===== src/rtl/spi32_pkg.sv =====
// ============================================================================
// Module : spi32_pkg
// Shared state encoding, word geometry and byte-mask helper for spi32_target.
// Rev    : 1.0
// ============================================================================
`default_nettype none

package spi32_pkg;

    typedef enum logic [1:0] {
        IDLE   = 2'd0,
        SHIFT  = 2'd1,
        FINISH = 2'd2
    } state_t;

    localparam int WORD_BYTES = 4;
    localparam int BYTE_BITS  = 8;
    localparam int WORD_BITS  = WORD_BYTES * BYTE_BITS;

    // Keep only the lowest n bytes of a word, zeroing the rest.
    function automatic logic [WORD_BITS-1:0] keep_bytes(input logic [WORD_BITS-1:0] word,
                                                        input logic [2:0] n);
        logic [WORD_BITS-1:0] mask;
        mask = '0;
        for (int i = 0; i < WORD_BYTES; i++) begin
            if (i < int'(n)) mask[i*BYTE_BITS +: BYTE_BITS] = {BYTE_BITS{1'b1}};
        end
        return word & mask;
    endfunction

endpackage

`default_nettype wire


===== src/rtl/spi32_target_if.sv =====
// ============================================================================
// Module : spi32_target_if
// SPI pins plus host transmit/receive handshake for spi32_target.
// Rev    : 1.0
// ============================================================================
`default_nettype none

interface spi32_target_if;
    import spi32_pkg::*;

    logic                 sclk;
    logic                 cs;
    logic                 sdi;
    logic                 sdo;
    logic                 sdo_oe;
    logic [WORD_BITS-1:0] din;
    logic                 load;
    logic [WORD_BITS-1:0] dout;
    logic                 dout_valid;
    logic [2:0]           nbytes;
    logic                 busy;
    logic                 underrun;

    modport master (
        output sclk, cs, sdi, din, load,
        input  sdo, sdo_oe, dout, dout_valid, nbytes, busy, underrun
    );

    modport slave (
        input  sclk, cs, sdi, din, load,
        output sdo, sdo_oe, dout, dout_valid, nbytes, busy, underrun
    );

endinterface

`default_nettype wire


===== src/rtl/spi_sync.sv =====
// ============================================================================
// Module : spi_sync
// Single-bit multi-flop synchronizer with configurable reset value.
// Rev    : 1.0
// ============================================================================
`default_nettype none

module spi_sync #(
    parameter int   STAGES    = 2,
    parameter logic RESET_VAL = 1'b0
) (
    input  wire logic clk,
    input  wire logic reset,
    input  wire logic d,
    output logic      q
);

    logic [STAGES-1:0] ff;

    generate
        if (STAGES == 1) begin : g_single
            always_ff @(posedge clk or negedge reset) begin
                if (!reset) ff <= RESET_VAL;
                else        ff <= d;
            end
        end else begin : g_multi
            always_ff @(posedge clk or negedge reset) begin
                if (!reset) ff <= {STAGES{RESET_VAL}};
                else        ff <= {ff[STAGES-2:0], d};
            end
        end
    endgenerate

    assign q = ff[STAGES-1];

endmodule

`default_nettype wire


===== src/rtl/spi32_target.sv =====
// ============================================================================
// Module : spi32_target
// Mode-0 SPI target moving 32-bit words MSB first, with partial-word receive.
// Rev    : 1.0
// ============================================================================
`default_nettype none

module spi32_target
    import spi32_pkg::*;
#(
    parameter int SYNC_STAGES = 2
) (
    input  wire logic    clk,
    input  wire logic    reset,
    spi32_target_if.slave bus
);

    localparam logic [3:0] SETTLE = 4'(SYNC_STAGES + 1);

    logic sclk_s, cs_s, sdi_s, sclk_q, cs_q;
    logic [3:0] settle_cnt;
    logic armed;

    spi_sync #(.STAGES(SYNC_STAGES), .RESET_VAL(1'b0)) u_sync_sclk (
        .clk(clk), .reset(reset), .d(bus.sclk), .q(sclk_s));
    spi_sync #(.STAGES(SYNC_STAGES), .RESET_VAL(1'b1)) u_sync_cs (
        .clk(clk), .reset(reset), .d(bus.cs), .q(cs_s));
    spi_sync #(.STAGES(SYNC_STAGES), .RESET_VAL(1'b0)) u_sync_sdi (
        .clk(clk), .reset(reset), .d(bus.sdi), .q(sdi_s));

    // A cs already low at reset release must not look like a new select:
    // arm only after the synchronizer has flushed and cs is seen high.
    always_ff @(posedge clk or negedge reset) begin
        if (!reset) begin
            sclk_q     <= 1'b0;
            cs_q       <= 1'b1;
            settle_cnt <= '0;
            armed      <= 1'b0;
        end else begin
            sclk_q <= sclk_s;
            cs_q   <= cs_s;
            if (settle_cnt != SETTLE) settle_cnt <= settle_cnt + 4'd1;
            if (settle_cnt == SETTLE && cs_s) armed <= 1'b1;
        end
    end

    logic sclk_rise, sclk_fall, cs_fall, cs_rise;
    assign sclk_rise = sclk_s & ~sclk_q;
    assign sclk_fall = ~sclk_s & sclk_q;
    assign cs_fall   = ~cs_s & cs_q & armed;
    assign cs_rise   = cs_s & ~cs_q;

    state_t state, state_nx;

    always_ff @(posedge clk or negedge reset) begin
        if (!reset) state <= IDLE;
        else        state <= state_nx;
    end

    always_comb begin
        state_nx = state;
        case (state)
            IDLE:    if (cs_fall) state_nx = SHIFT;
            SHIFT:   if (cs_rise) state_nx = FINISH;
            FINISH:  state_nx = IDLE;
            default: state_nx = IDLE;
        endcase
    end

    logic [WORD_BITS-1:0] tx_buf, tx_sr, rx_word, dout_r;
    logic [6:0]           rx_byte;
    logic [2:0]           bit_cnt, byte_cnt, nbytes_r;
    logic                 fresh, dout_valid_r, underrun_r;

    logic start, boundary, finish_part, avail;
    logic [WORD_BITS-1:0] tx_src;
    assign start       = (state == IDLE) && (state_nx == SHIFT);
    assign boundary    = (state == SHIFT) && (byte_cnt == 3'(WORD_BYTES));
    assign finish_part = (state == SHIFT) && cs_rise && !boundary && (byte_cnt != 3'd0);
    assign avail       = bus.load | fresh;
    assign tx_src      = bus.load ? bus.din : tx_buf;

    always_ff @(posedge clk or negedge reset) begin
        if (!reset) begin
            tx_buf       <= '0;
            tx_sr        <= '0;
            rx_word      <= '0;
            rx_byte      <= '0;
            bit_cnt      <= '0;
            byte_cnt     <= '0;
            fresh        <= 1'b0;
            dout_r       <= '0;
            nbytes_r     <= '0;
            dout_valid_r <= 1'b0;
            underrun_r   <= 1'b0;
        end else begin
            dout_valid_r <= 1'b0;
            if (bus.load) tx_buf <= bus.din;

            if (start || boundary) fresh <= 1'b0;
            else if (bus.load)     fresh <= 1'b1;

            if (boundary && !avail) underrun_r <= 1'b1;
            else if (bus.load)      underrun_r <= 1'b0;

            if (start) begin
                tx_sr    <= tx_src;
                bit_cnt  <= '0;
                byte_cnt <= '0;
                rx_byte  <= '0;
                rx_word  <= '0;
            end else if (state == SHIFT) begin
                if (boundary) begin
                    dout_r       <= rx_word;
                    nbytes_r     <= 3'(WORD_BYTES);
                    dout_valid_r <= 1'b1;
                    byte_cnt     <= '0;
                    tx_sr        <= avail ? tx_src : '0;
                end else if (sclk_fall && (bit_cnt != 3'd0 || byte_cnt != 3'd0)) begin
                    // The fall right after a (re)load keeps the fresh MSB on sdo.
                    tx_sr <= {tx_sr[WORD_BITS-2:0], 1'b0};
                end
                if (sclk_rise) begin
                    rx_byte <= {rx_byte[5:0], sdi_s};
                    bit_cnt <= bit_cnt + 3'd1;
                    if (bit_cnt == 3'(BYTE_BITS - 1)) begin
                        rx_word  <= {rx_word[WORD_BITS-BYTE_BITS-1:0], rx_byte, sdi_s};
                        byte_cnt <= byte_cnt + 3'd1;
                    end
                end
                if (finish_part) begin
                    dout_r       <= keep_bytes(rx_word, byte_cnt);
                    nbytes_r     <= byte_cnt;
                    dout_valid_r <= 1'b1;
                end
            end
        end
    end

    assign bus.sdo        = tx_sr[WORD_BITS-1];
    assign bus.sdo_oe     = (state == SHIFT);
    assign bus.busy       = (state != IDLE);
    assign bus.dout       = dout_r;
    assign bus.nbytes     = nbytes_r;
    assign bus.dout_valid = dout_valid_r;
    assign bus.underrun   = underrun_r;

endmodule

`default_nettype wire


===== src/flat_wrapper.sv =====
// flat-port wrapper written by rule: the top's interface ports become plain ports
module spi32_target_flat import spi32_pkg::*;
#(
    parameter int SYNC_STAGES = 2
)
  (clk, reset, bus_sclk, bus_cs, bus_sdi, bus_din, bus_load, bus_sdo, bus_sdo_oe, bus_dout, bus_dout_valid, bus_nbytes, bus_busy, bus_underrun);
  spi32_target_if bus_i ();
  input  wire logic clk;
  input  wire logic reset;
  input wire logic [$bits(bus_i.sclk)-1:0] bus_sclk;
  input wire logic [$bits(bus_i.cs)-1:0] bus_cs;
  input wire logic [$bits(bus_i.sdi)-1:0] bus_sdi;
  input wire logic [$bits(bus_i.din)-1:0] bus_din;
  input wire logic [$bits(bus_i.load)-1:0] bus_load;
  output wire logic [$bits(bus_i.sdo)-1:0] bus_sdo;
  output wire logic [$bits(bus_i.sdo_oe)-1:0] bus_sdo_oe;
  output wire logic [$bits(bus_i.dout)-1:0] bus_dout;
  output wire logic [$bits(bus_i.dout_valid)-1:0] bus_dout_valid;
  output wire logic [$bits(bus_i.nbytes)-1:0] bus_nbytes;
  output wire logic [$bits(bus_i.busy)-1:0] bus_busy;
  output wire logic [$bits(bus_i.underrun)-1:0] bus_underrun;
  assign bus_i.sclk = bus_sclk;
  assign bus_i.cs = bus_cs;
  assign bus_i.sdi = bus_sdi;
  assign bus_i.din = bus_din;
  assign bus_i.load = bus_load;
  assign bus_sdo = bus_i.sdo;
  assign bus_sdo_oe = bus_i.sdo_oe;
  assign bus_dout = bus_i.dout;
  assign bus_dout_valid = bus_i.dout_valid;
  assign bus_nbytes = bus_i.nbytes;
  assign bus_busy = bus_i.busy;
  assign bus_underrun = bus_i.underrun;
  spi32_target #(.SYNC_STAGES(SYNC_STAGES)) u_core (.clk(clk), .reset(reset), .bus(bus_i));
endmodule

===== config.mk =====
export PLATFORM = sky130hd
export DESIGN_NAME = spi32_target_flat
export DESIGN_NICKNAME = d
export VERILOG_FILES = /design/src/rtl/spi32_pkg.sv /design/src/rtl/spi32_target_if.sv /design/src/rtl/spi_sync.sv /design/src/rtl/spi32_target.sv /design/src/flat_wrapper.sv
export SDC_FILE = /design/constraint.sdc
export NUM_CORES = 1
export LEC_CHECK = 0
export ABC_AREA = 0
export BUFFER_PORTS_ARGS = -buffer_cell sky130_fd_sc_hd__buf_2
export CORE_ASPECT_RATIO = 0.6
export CORE_UTILIZATION = 58
export CTS_CLUSTER_DIAMETER = 150
export DETAILED_ROUTE_END_ITERATION = 8
export GPL_TIMING_DRIVEN = 0
export MAX_ROUTING_LAYER = met4
export PLACE_DENSITY = 0.86
export SLEW_MARGIN = 10
export SYNTH_ARGS = -nofsm -noshare
export SYNTH_HDL_FRONTEND = slang
export SYNTH_HIERARCHICAL = 1
export SYNTH_SLANG_ARGS = --single-unit

===== constraint.sdc =====
create_clock -name clk -period 3 [get_ports clk]
set_clock_uncertainty 0.1 [all_clocks]
set_input_delay 0.6 -clock clk [delete_from_list [all_inputs] [get_ports clk]]
set_output_delay 0.6 -clock clk [all_outputs]
set_load 0.005 [all_outputs]

# --- After elaboration in Yosys (flattened, before gate mapping) ---
# Index checks and enable logic that the tools add are counted.
word_totals:
  reg_bits: 162
  latch_bits: 0
  ram_bits: 0
  rom_bits: 0
  inputBits: 38
  wordCells: 123
  memories: 0
classes:
  add_sub_neg: 3
  mul: 0
  div_mod_pow: 0
  order_cmp: 4
  eq_ne: 6
  shifts: 0
  muxes: 52
  bitwise: 12
  reduce_logical: 27
op_table:
  columns: ["operator", "count"]
  rows:
  - ["2-to-1 mux 32 bit", 12]
  - ["2-to-1 mux 8 bit", 16]
  - ["bitwise AND 32 bit", 1]
  - ["2-to-1 mux 3 bit", 10]
  - ["2-to-1 mux 7 bit", 3]
  - ["nonzero test 2 bit", 7]
  - ["nonzero test 3 bit", 3]
  - ["logical AND 1 bit", 8]
  - ["2-to-1 mux 1 bit", 8]
  - ["adder 3 x 1 -> 3 bit, second input constant", 2]
  - ["equality test 3 bit, second input constant", 2]
  - ["less-than comparator 1 x 3 -> 1 bit, first input constant", 2]
  - ["less-than comparator 2 x 3 -> 1 bit, first input constant", 2]
  - ["AND reduction 3 bit", 2]
  - ["bitwise AND 1 bit", 5]
  - ["NOT 1 bit", 5]
  - ["adder 4 x 1 -> 4 bit, second input constant", 1]
  - ["equality test 2 x 1 -> 1 bit, second input constant", 2]
  - ["equality test 4 x 2 -> 1 bit, second input constant", 1]
  - ["2-to-1 mux 2 bit", 2]
  - ["!= test 4 x 2 -> 1 bit, second input constant", 1]
  - ["one-hot mux 2 bit (2 select lines)", 1]
  - ["AND reduction 2 bit", 2]
  - ["zero test 1 bit", 2]
  - ["3 further kinds", 4]

# --- Longest topological paths before layout ---
# Gate-level depths: netlist (run 1).
depth:
  word_depth: 10
  depth_mapped: 8
  ltp_nobuf: 7

# --- Hierarchy ---
# Netlist (run 1), hierarchy kept.
modules_own_cells:
  columns: ["module", "instances", "cells_per_inst", "area_per_inst_um2", "seq_area_each_um2"]
  rows:
  - ["spi32_target", 1, 542, 6441.2, 3905.0]
  - ["spi_sync (u_core.u_sync_sclk ...)", 2, 2, 50.0, 50.0]
  - ["spi_sync (u_core.u_sync_cs)", 1, 2, 52.6, 52.6]

# --- Worst setup path after synthesis (run 1) ---
# No wires, ideal clock.
synth_path:
  path_type: "reg-to-reg"
  from: "reg u_core.byte_cnt[1]"
  to: "reg u_core.tx_sr[10]"
  setup_ns: 0.125
  arrival_time_ns: 1.919
  required_time_ns: 2.775
  path_slack_ns: 0.856
  stages_incl_launch_ff: 8
  n_path_buf: 1
  period_less_slack_ns: 2.144
  cell_sequence: "dfrtp_1 -> inv_1 -> ha_1 -> nor4bb_1 -> o21ai_0 -> a21oi_2 -> buf_6 -> mux2_2"
synth_between:
  elab_chain_cells: 5
  word_cells_on_any_way: 10
  classes_between: "1 x eq/ne; 3 x mux; 6 x reduce/logical"
synth_lines:
  columns: ["element", "line", "source"]
  rows:
  - ["start: declaration", "spi32_target.sv:72", "logic [2:0] bit_cnt, byte_cnt, nbytes_r;"]
  - ["start signal: assignment", "spi32_target.sv:128", "byte_cnt <= byte_cnt + 3'd1;"]
  - ["equality test 3 bit or nonzero test 3 bit (tied branches)", "spi32_target.sv:78, spi32_target.sv:119", null]
  - ["logical AND 1 bit or logical OR 1 bit (tied branches)", "spi32_target.sv:78, spi32_target.sv:119", null]
  - ["2-to-1 mux 32 bit or logical AND 1 bit (tied branches)", "spi32_target.sv:113, spi32_target.sv:119", null]
  - ["2-to-1 mux 32 bit or nonzero test 3 bit (tied branches)", null, null]
  - ["2-to-1 mux 32 bit or AND reduction 2 bit (tied branches)", null, null]
  - ["end signal: assignment", "spi32_target.sv:107", "tx_sr <= tx_src;"]
  - ["end signal: assignment", "spi32_target.sv:118", "tx_sr <= avail ? tx_src : '0;"]
  - ["end signal: assignment", "spi32_target.sv:121", "tx_sr <= {tx_sr[WORD_BITS-2:0], 1'b0};"]
  - ["end: declaration", "spi32_target.sv:70", "logic [WORD_BITS-1:0] tx_buf, tx_sr, rx_word, dout_r;"]
# Parallel ways exist; a longest one is shown, timed or not. The select of a mux whose other input is x is not followed.
# A chain may end at the register's enable or synchronous reset.

# --- Final worst setup path (run 1) ---
layout_path:
  from: "reg u_core.byte_cnt[0]"
  to: "reg u_core.tx_sr[23]"
# The elaborated chain is that of the path after synthesis.

==> implementation parameters, run 1 <==
Parameter                              Value

Die
  Y dimension of the die    84.59 um
  Number of ports placed on the die boundary    78
  Die Width    between 100 and 150 um
  Std-Cell Rows    29
  Die Outline Area    0.01181 sq mm
  Standard cell core area    0.01081 sq mm
  Starting Density    60.98%

STA
  Max Fclk    387.2 MHz
  Final Hold Fails    0
  Period minus WS final    2.582 ns
  Final number of setup-violating endpoints    0
  Max_slew headroom    46.64%
  Final Hold Slack    a little under 0.06 ns
  Setup repair after global routing missed its margin    false
  Post-route clock period utilization    86.08%
  Worst slew pin tran    ~0.80 ns
  Number of max-slew violations in the final report    0

Clock tree
  Number of buffers inserted for hold repair after clock tree synthesis    0
  TritonCTS clock tree    built
  TritonCTS buffer count    17
  Clock transition at the registers of the reported paths    0.06 ns
  Total setup buffers inserted after CTS    0
  Worst-skew pair later-pin latency    0.41 ns
  Buffer depth of the longest clock path    2
  Root buffer cell    clkbuf_16
  Total number of clock tree sinks    162
  Post-cts gate resize count    0
  H-tree depth    4

Yosys
  Dominant cells by area after synthesis    dfrtp_1, mux2i_1, mux2_2, nand2_1, a22o_1
  Most numerous cell types in the synthesized netlist    dfrtp_1, nand2_1, a21oi_1
  Synth Instances    548
  Yosys cell types    39
  Synth warn    6
  Sequential element share of the synthesized area    61.54%
  Top-count cell post-synth    dfrtp_1
  Syn_nets    592
  Most used flip-flop cell after synthesis    dfrtp_1
  EDFF count, synth    0
  Share of flip-flops with an asynchronous set or reset    100.0%
  Post-synthesis cell type with the largest combined area    dfrtp_1
  Proportion of netlist area held by the largest area contributor    60.34%
  Cell area after technology mapping    0.006594 sq mm
  Synthesized flop and latch total    approximately 160
  Mean instance size in the synthesized netlist    12.03 sq um

Route
  Routed length on met1    6518 um
  Wire length after detailed routing    roughly 14000 um
  Wire per inst    17.75 um
  Detailed-route via count    between 4k and 5k
  Final routed DRC violation total    0
  Number of antenna-violating nets in the routed design    0
  Number of optimization iterations in the first detailed-route pass    5
  Top Metal Used    met4
  Met2 layer wire length in the routed design    6399 um
  Via/cell ratio    roughly 5.8
  Detail Route met3 WL    885 um
  Detailed Route Iter0 Violations    398

GRT
  GRT Total Usage    a little over a quarter
  Vias in the first global route    4667
  Antenna violations before repair    0
  Congestion Overflow GR    0
  Global-route wire length before repair    23490 um
  Maximum number of pins on one net before global-route repair    83

Placement
  Cell area after placement    0.007186 sq mm
  Count of port buffers added during placement    76
  HPWL after detailed placement    9678 um
  Cells after DPL    764
  Placer congestion estimate    0.8155

Cells and area
  FILL cells    between 700 and 800
  Fraction of layout instances using a drive strength above 1    25.30%
  Final Instance Count excl. Fillers    795
  Growth of design area from synthesis to finish    18.12%
  Ant. Diodes    0
  Final design instance area without fill    0.007789 sq mm
  Nets    688

Critical path
  Worst path required time    3.25 ns
  Worst setup path class    reg -> reg
  Worst Path Max Fanout    10
  Signal arrival time at the worst endpoint    roughly 2.8 ns
  CP Cell Sequence    inv_1 > ha_1 > and4b_1 > a21oi_1 > clkbuf_1 > o2bb2ai_1 > mux2_2
  CP max stage delay    between 0.4 and 0.5 ns
  Critical Path Start Type    register
  Critical path capture point type    register
  CP max-delay cell    clkbuf_1

Pwr
  Leakage power total    0.003851 uW
  Part of the power in the clock network    39.7%
  Internal    4173 uW
  Switching power share of the total    about a quarter
  Net switching power    1363 uW
  Reg power frac    about 47%
  Combinational Power Share    13.1%
  Total Power    around 5500 uW
  Cell Pwr Density    710.8 mW/mm^2
  VDD IR max    about 0.00043 V

Hold path
  Worst hold-check path type    in -> async

Outcome
  Run status    finished, final reports clean

Flow run
  Reported max-cap violation count    0
-- sequential cells by signal, summed over array words and instances, names as in the netlist --
name and cells:
u_core/armed 1, u_core/bit_cnt 3, u_core/bus.dout 32, u_core/bus.dout_valid 1
u_core/bus.nbytes 3, u_core/bus.underrun 1, u_core/byte_cnt 3, u_core/cs_q 1
u_core/fresh 1, u_core/rx_byte 7, u_core/rx_word 32, u_core/sclk_q 1
u_core/settle_cnt 4, u_core/state 2, u_core/tx_buf 32, u_core/tx_sr 32
u_core/u_sync_cs/ff 2, u_core/u_sync_sclk/ff 2, u_core/u_sync_sdi/ff 2
-- critical path, delay by kind of cell (launching register included) --
| family | cells | cell delay, ns |
|---|---|---|
| fa+ha+maj | 1 | 0.32 |
| flops | 1 | 0.43 |
| buf+inv | 2 | 0.58 |
| simple gates | 1 | 0.28 |
| compound gates | 2 | 0.64 |
| mux | 1 | 0.19 |
-- kinds of logic (layout without fill, tap and decap cells) --
kind of cell / after synthesis / in the layout / share of synthesized area [%]
fa+ha+maj: 6 / 6 / 1.138
xor+xnor: 3 / 3 / 0.3986
buf+inv: 71 / 179 / 4.668
flops: 162 / 162 / 61.54
simple gates: 120 / 120 / 8.444
compound gates: 121 / 121 / 13.34
mux: 65 / 65 / 10.47
-- path summary, 6_finish.rpt --
| check | from | end | slack [ns] | cells past startpoint |
|---|---|---|---|---|
| max | u_core/byte_cnt[0] | u_core/tx_sr[23] | 0.42 | 7 |
| min | reset | u_core/rx_word[10] | 0.06 | 1 |
| max in group asynchronous | reset | u_core/u_sync_cs/ff[1] | 1.94 | 2 |
| min reg2reg | u_core/u_sync_sclk/ff[0] | u_core/u_sync_sclk/ff[1] | 0.25 | 0 |
| max reg2reg | u_core/byte_cnt[0] | u_core/tx_sr[23] | 0.42 | 7 |
| min in group clk | bus_cs | u_core/u_sync_cs/ff[0] | 0.19 | 1 |
-- through the flow --
step | worst slack [ns] | util, % | setup TNS, ns
finish | 0.4177 | 72.03 | 0
global route | 0.2340 | 72.03 | 0
CTS | 0.4420 | 72.03 | 0
detailed placement | 0.5159 | 66.45 | 0
global placement | -1.022 | 66.11 | -160.74
floorplan | 0.8560 | - | 0
-- power groups by stage --
stage / sequential, uW / clock (uW) / combinational [uW]
3_3_place_gp: 2620 / 0 / 671
3_5_place_dp: 2640 / 0 / 720
4_1_cts: 2610 / 2230 / 733
2_1_floorplan: 2590 / 0 / 531
6_report: 2610 / 2200 / 724
5_1_grt: 2640 / 2330 / 798
-- placed cells by master (no fill, tap or decap), drive strengths merged --
master,Yosys,routed
xnor2,3,3
a22o,35,35
ha,6,6
and4b,1,1
clkbuf,12,29
dfrtp,159,159
and2,3,3
buf,18,95
o21ai,4,4
dfstp,3,3
nand4b,1,1
a21o,1,1
nand3,3,3
nor3b,4,4
a21oi,46,46
o2bb2ai,33,33
mux2i,33,33
a22oi,1,1
nor4bb,1,1
a31oi,1,1
nor3,2,2
nand4bb,1,1
nand3b,2,2
clkinvlp,0,4
nand2b,2,2
or2,3,3
nand2,83,83
inv,41,46
nor4b,1,1
clkinv,0,2
mux2,32,32
bufinv,0,3
nor2,13,13
-- metal layers --
metal | up-vias | global-route usage (%)
li1 | 2084 | -
met1 | 2308 | 36.90
met2 | 152 | 38.78
met3 | 29 | 6.560
met4 | 0 | 10.49
met5 | - | -
-- area by class of cell --
class	instances	area (sq um)	area share (%)
Buffer	30	153.9	1.976
Clock buffer	17	425.4	5.462
Clock inverter	14	177.7	2.281
Inverter	41	153.9	1.976
Multi-Input combinational cell	315	2228	28.61
Sequential cell	162	4058	52.10
Tap cell	139	173.9	2.233
Timing Repair Buffer	77	417.9	5.365
(Power assumes the default switching activity.)
==> inputs of run 2 (changes only) <==
- CORE_UTILIZATION: 58 -> 60
- PLACE_DENSITY: 0.86 -> 0.89
- clock period: 3 -> 3.3 ns (I/O delays scaled with it)
==> run 2 against run 1 <==
Flip-flop and latch count did not move. Global-route usage rose by 1.3 points. Clock power fell by 7%. Register-to-register slack improved by 0.32 ns. Largest power group unchanged. Routed wire length rose by 1.6%. Critical endpoint is now u_core/tx_sr[31]. Count of clock-buffer cells in the layout rose by 4. Critical path depth did not move. Combinational power fell by 6.9%. Worst hold slack improved by 0.090 ns. Maximum frequency rose by 0.89%. Via count rose by 1.0%.
==> implementation parameters, run 2 (same netlist as run 1, synthesis figures left out) <==
Parameter                              Value

Outcome
  Run status    finished, final reports clean

Placement
  Placer congestion estimate    0.8101
  HPWL after detailed placement    9602 um
  Count of port buffers added during placement    76
  Worst setup timing slack at the placement stage    about 0.8 ns
  Cell area after placement    0.007186 sq mm

Clock tree
  Post-cts gate resize count    0
  Clock transition at the registers of the reported paths    0.06 ns
  Worst-skew pair later-pin latency    0.42 ns
  TritonCTS buffer count    17
  Number of buffers inserted for hold repair after clock tree synthesis    0
  Buffer depth of the longest clock path    2
  TritonCTS clock tree    built
  Root buffer cell    clkbuf_16
  H-tree depth    4
  Total setup buffers inserted after CTS    0
  Total number of clock tree sinks    approximately 160

Die
  Std-Cell Rows    29
  Y dimension of the die    around 83 um
  Die Outline Area    approximately 0.011 sq mm
  Number of ports placed on the die boundary    between 70 and 80
  Die Width    137.3 um
  Standard cell core area    0.01063 sq mm
  Starting Density    62.02%

STA
  Final number of setup-violating endpoints    0
  Period minus WS final    2.559 ns
  Number of max-slew violations in the final report    0
  Setup repair after global routing missed its margin    false
  Post-route clock period utilization    77.56%
  Max Fclk    390.7 MHz
  Worst path setup slack after routing    roughly 0.74 ns
  Final Hold Fails    0
  Worst slew pin tran    around 0.77 ns
  Max_slew headroom    48.43%

Cells and area
  Fraction of layout instances using a drive strength above 1    25.42%
  Ant. Diodes    0
  FILL cells    approximately 640
  Growth of design area from synthesis to finish    18.56%
  Nets    between 600 and 700
  Highest-count cells in the layout ignoring fill and taps    dfrtp_1, buf_2, nand2_1
  Final design instance area without fill    about 0.008 sq mm
  Most frequent standard cell in the layout excluding fill and tap cells    dfrtp_1

Route
  Via/cell ratio    5.803
  Wire length after detailed routing    14340 um
  Detailed Route Iter0 Violations    377
  Number of optimization iterations in the first detailed-route pass    5
  Number of antenna-violating nets in the routed design    0
  Final routed DRC violation total    0
  Detailed-route via count    ~4.6k
  Wire per inst    18.01 um

Critical path
  Signal arrival time at the worst endpoint    2.75 ns
  Worst path required time    3.49 ns
  Worst Path Max Fanout    10
  Critical Path Start Type    register
  Worst setup path class    reg -> reg
  Critical path capture point type    register

Pwr
  Cell Pwr Density    653.0 mW/mm^2
  VDD IR max    0.0004169 V
  Leakage power total    0.003878 uW

Flow run
  Reported max-cap violation count    0

Hold path
  Worst hold-check path type    in -> async

GRT
  Maximum number of pins on one net before global-route repair    between 80 and 90
  GRT Total Usage    28.15%
  Congestion Overflow GR    0
  Global-route wire length before repair    23580 um
  Antenna violations before repair    0
  Vias in the first global route    roughly 4.7k
run 2: cell count changes in the layout (fill, tap and decap cells not counted):
cell and change:
clkinv_2 +1, clkinv_4 +3, inv_6 -4, clkbuf_8 +4, clkinvlp_4 -3
run 2: path summary, 6_finish.rpt:
check	startpoint	endpoint	slack (ns)	depth (start not counted)
worst max-delay path	u_core/byte_cnt[1]	u_core/tx_sr[31]	0.74	7
worst min-delay path	reset	u_core/tx_buf[15]	0.15	1
worst max register to register	u_core/byte_cnt[1]	u_core/tx_sr[31]	0.74	7
worst min register to register	u_core/u_sync_sdi/ff[0]	u_core/u_sync_sdi/ff[1]	0.25	0
max in group asynchronous	reset	u_core/rx_word[8]	2.19	2
min in group clk	bus_cs	u_core/u_sync_cs/ff[0]	0.24	1
run 2: metal layers:
metal,track usage [%],vias to the layer above,share of wire (%)
li1,-,2085,-
met3,7.326,23,6.4
met1,38.54,2336,45
met2,41.32,175,48
met4,8.891,0,1.3
met5,-,-,0
run 2: power by group:
| group | internal, uW | switching, uW |
|---|---|---|
| Combinational | 363 | 312 |
| Clock | 1280 | 777 |
| Sequential | 2240 | 143 |
| Total | 3870 | 1230 |
run 2: cell type report:
| type | count | area [sq um] | area share (%) |
|---|---|---|---|
| inverter | 41 | 153.9 | 1.969 |
| timing repair buffer | 77 | 417.9 | 5.346 |
| clock inverter | 11 | 151.4 | 1.937 |
| clock buffer | 21 | 480.5 | 6.146 |
| multi-input combinational | 315 | 2228 | 28.51 |
| sequential | 162 | 4058 | 51.90 |
| buffer | 30 | 153.9 | 1.969 |
| tap | 139 | 173.9 | 2.225 |
run 2: worst max-delay path: stages, from the launching register on:
cell and delay (ns):
dfrtp_1 0.42, inv_1 0.13, ha_1 0.32, nor4bb_1 0.32
o21ai_0 0.16, a21oi_2 0.39, buf_6 0.23, mux2_1 0.35
run 2: per-stage QoR:
| stage | instances | utilization (%) | TNS, ns | hold slack [ns] | total power [uW] |
|---|---|---|---|---|---|
| after floorplan | 548 | - | 0 | 0.2312 | 2839 |
| after global placement | 763 | 67.24 | -115.23 | 0.2336 | 2988 |
| after detailed placement | 764 | 67.59 | 0 | 0.2363 | 3065 |
| after CTS | 796 | 73.53 | 0 | 0.1595 | 5134 |
| after global routing | 796 | 73.53 | 0 | 0.1880 | 5314 |
| final | 796 | 73.53 | 0 | 0.1479 | 5105 |
==> inputs of run 3 (changes only) <==
- ABC_AREA: 0 -> 1
- CORE_UTILIZATION: 60 -> 58
- PLACE_DENSITY: 0.89 -> 0.86
- clock period: 3.3 -> 2.6 ns (I/O delays scaled with it)
==> run 3 against run 2 <==
Die area grew 5.3%. Sequential share of layout area is 1.0 points lower. Clock power up 29%. Register-to-register slack got worse by 0.36 ns. Utilization is 2.9 points lower. Flip-flop and latch count stayed put. Sequential power is 23% higher. Worst hold slack got worse by 0.048 ns. Non-clock buffer count grew 6. Via count rose by 21%. Combinational power increased by 16%. Cell count is 31% higher. Largest cell class unchanged. Highest routed layer unchanged.
==> implementation parameters, run 3 <==
Parameter                              Value

Route
  Number of antenna-violating nets in the routed design    0
  Detailed-route via count    5584
  Number of optimization iterations in the first detailed-route pass    5
  Detailed Route Iter0 Violations    431
  Wire per inst    14.84 um
  Via/cell ratio    5.349
  Wire length after detailed routing    about 15000 um
  Final routed DRC violation total    0

Die
  Die Outline Area    0.01203 sq mm
  Number of ports placed on the die boundary    78
  Standard cell core area    0.01130 sq mm
  Std-Cell Rows    30
  Die Width    141.0 um
  Starting Density    59.47%
  Y dimension of the die    85.37 um

Critical path
  R2R Path End    u_core/tx_sr[9]
  Cell seen most often among critical-path stages    nand2_1
  CP Cell Sequence    inv_1 > ha_1 > nand2_1 > inv_2 > nand2_2 > clkbuf_1 > nand3_1 > nand2_1 > nand2_1 > nand2_1
  CP max-delay cell    dfrtp_1
  CP max stage delay    0.42 ns
  Signal arrival time at the worst endpoint    2.47 ns
  Slack of the worst reg-to-reg path    0.38 ns
  Count of buffer and inverter cells on the critical path    3
  Kind of cell adding the most delay to the critical path    simple AND/OR/NAND/NOR gates
  Worst path required time    roughly 2.8 ns
  Critical Path Start Type    register
  Worst setup path class    reg -> reg
  Worst Path Max Fanout    10
  Critical path capture point type    register
  Startpoint of the worst-slack reg-to-reg timing path    u_core/byte_cnt[0]
  Number of cell instances on the worst register-to-register path    10

Cells and area
  Growth of design area from synthesis to finish    18.73%
  Ant. Diodes    0
  Final Instance Count excl. Fillers    1044
  Most frequent standard cell in the layout excluding fill and tap cells    nand2_1
  Highest-count cells in the layout ignoring fill and taps    nand2_1, dfrtp_1, buf_2
  Nets    915
  Fraction of layout instances using a drive strength above 1    approximately 17%
  Final design instance area without fill    0.007978 sq mm
  FILL cells    roughly 850

Clock tree
  Buffer depth of the longest clock path    2
  Post-cts gate resize count    0
  Root buffer cell    clkbuf_16
  Number of buffers inserted for hold repair after clock tree synthesis    1
  Total setup buffers inserted after CTS    0
  TritonCTS clock tree    built
  Clock transition at the registers of the reported paths    0.06 ns
  Worst-skew pair later-pin latency    about 0.41 ns
  H-tree depth    4
  TritonCTS buffer count    17
  Total number of clock tree sinks    162

Pwr
  VDD IR max    0.0005374 V
  Leakage power total    0.004303 uW
  Cell Pwr Density    797.0 mW/mm^2

Yosys
  Top-count cell post-synth    nand2_1
  Synthesized flop and latch total    162
  Proportion of netlist area held by the largest area contributor    59.22%
  Share of flip-flops with an asynchronous set or reset    100.0%
  Most used flip-flop cell after synthesis    dfrtp_1
  Yosys cell types    25
  Post-synthesis cell type with the largest combined area    dfrtp_1
  Syn_nets    818
  Sequential element share of the synthesized area    60.39%
  Synth warn    6
  Dominant cells by area after synthesis    dfrtp_1, nand2_1, nand3_1, inv_1, o22ai_1
  EDFF count, synth    0
  Mean instance size in the synthesized netlist    8.681 sq um
  Cell area after technology mapping    between 0.006 and 0.007 sq mm
  Synth Instances    774
  Most numerous cell types in the synthesized netlist    nand2_1, dfrtp_1, inv_1

Outcome
  Run status    finished, final reports clean

Placement
  Cells after DPL    1011
  Placer congestion estimate    0.8324
  Cell area after placement    around 0.0073 sq mm
  Count of port buffers added during placement    between 70 and 80
  HPWL after detailed placement    9962 um

STA
  Final number of setup-violating endpoints    0
  Max Fclk    449.6 MHz
  Max_slew headroom    between 60% and 70%
  Worst slew pin tran    0.5377 ns
  Number of max-slew violations in the final report    0
  Post-route clock period utilization    between 80% and 90%
  Setup repair after global routing missed its margin    false
  Period minus WS final    2.224 ns
  Post-route setup TNS    0 ns
  Final Hold Fails    0

Hold path
  Hold-critical path endpoint    u_core/u_sync_cs/ff[0]
  Worst hold-check path type    in -> reg
  Startpoint of the most critical hold path    bus_cs
  Count of cells along the worst hold path    1

GRT
  Vias in the first global route    5317
  Maximum number of pins on one net before global-route repair    107
  Congestion Overflow GR    0
  Antenna violations before repair    0
  GRT Total Usage    29.06%
  Global-route wire length before repair    25900 um

Flow run
  Reported max-cap violation count    0
[run 3: changes by cell type in the layout (fill, tap and decap cells not counted), moves of 29 or more]
cell	delta
nand2_1	+265
mux2i_1	-33
o2bb2ai_1	-32
o22ai_1	+34
mux2_2	-29
nand3_1	+48
a21oi_1	-32
a22o_1	-35
[run 3: how the worst max path moves through the flow]
stage | depth (start not counted) | slack (ns) | end | from
after floorplan | 10 | 0.91 | u_core/tx_sr[27] | u_core/byte_cnt[0]
final | 10 | 0.38 | u_core/tx_sr[9] | u_core/byte_cnt[0]
after global placement | 1 | -1.42 | u_core/tx_buf[25] | reset
after CTS | 10 | 0.39 | u_core/tx_sr[9] | u_core/byte_cnt[0]
after detailed placement | 11 | 0.53 | u_core/tx_sr[19] | u_core/byte_cnt[0]
after global routing | 10 | 0.18 | u_core/tx_sr[9] | u_core/byte_cnt[0]
[run 3: where the power goes]
part | switching, uW | total, uW | internal (uW)
Clock | 1030 | 2650 | 1620
Combinational | 492 | 783 | 291
Sequential | 143 | 2920 | 2780
[run 3: through the flow]
step                      hold WS [ns]  utilization [%]  setup slack (ns)  power, uW
after floorplan                 0.1244                -            0.9057       3458
after global placement          0.2370            64.61            -1.417       3664
after detailed placement        0.2363            64.94            0.5311       3710
after CTS                      0.08379            70.61            0.3853       6380
after global routing           0.07530            70.61            0.1799       6639
final                           0.1001            70.61            0.3757       6358
[run 3: logic make-up (layout without fill, tap and decap cells)]
group,Yosys count,count (layout),share of synthesized area (%)
AO/OA/AOI/OAI,83,83,6.909
AND/OR/NAND/NOR,420,420,25.03
adder cells (fa/ha/maj),6,6,1.117
flip-flops,162,162,60.39
buffers and inverters,100,210,6.164
XOR/XNOR,3,3,0.3911
[run 3: final cells by class]
class / count / area [sq um] / share of cell area [%]
buffer: 35 / 170.2 / 2.133
tap: 160 / 200.2 / 2.509
clock buffer: 18 / 429.2 / 5.380
clock inverter: 14 / 201.4 / 2.525
sequential: 162 / 4058 / 50.86
timing repair buffer: 78 / 427.9 / 5.364
multi-input combinational: 512 / 2247 / 28.17
inverter: 65 / 244.0 / 3.058
[run 3: per-layer routing]
layer | track usage [%] | wire (um)
met5 | - | 0
met4 | 9.881 | 199
met3 | 6.941 | 1169
met2 | 42.42 | 6891
met1 | 40.25 | 7236
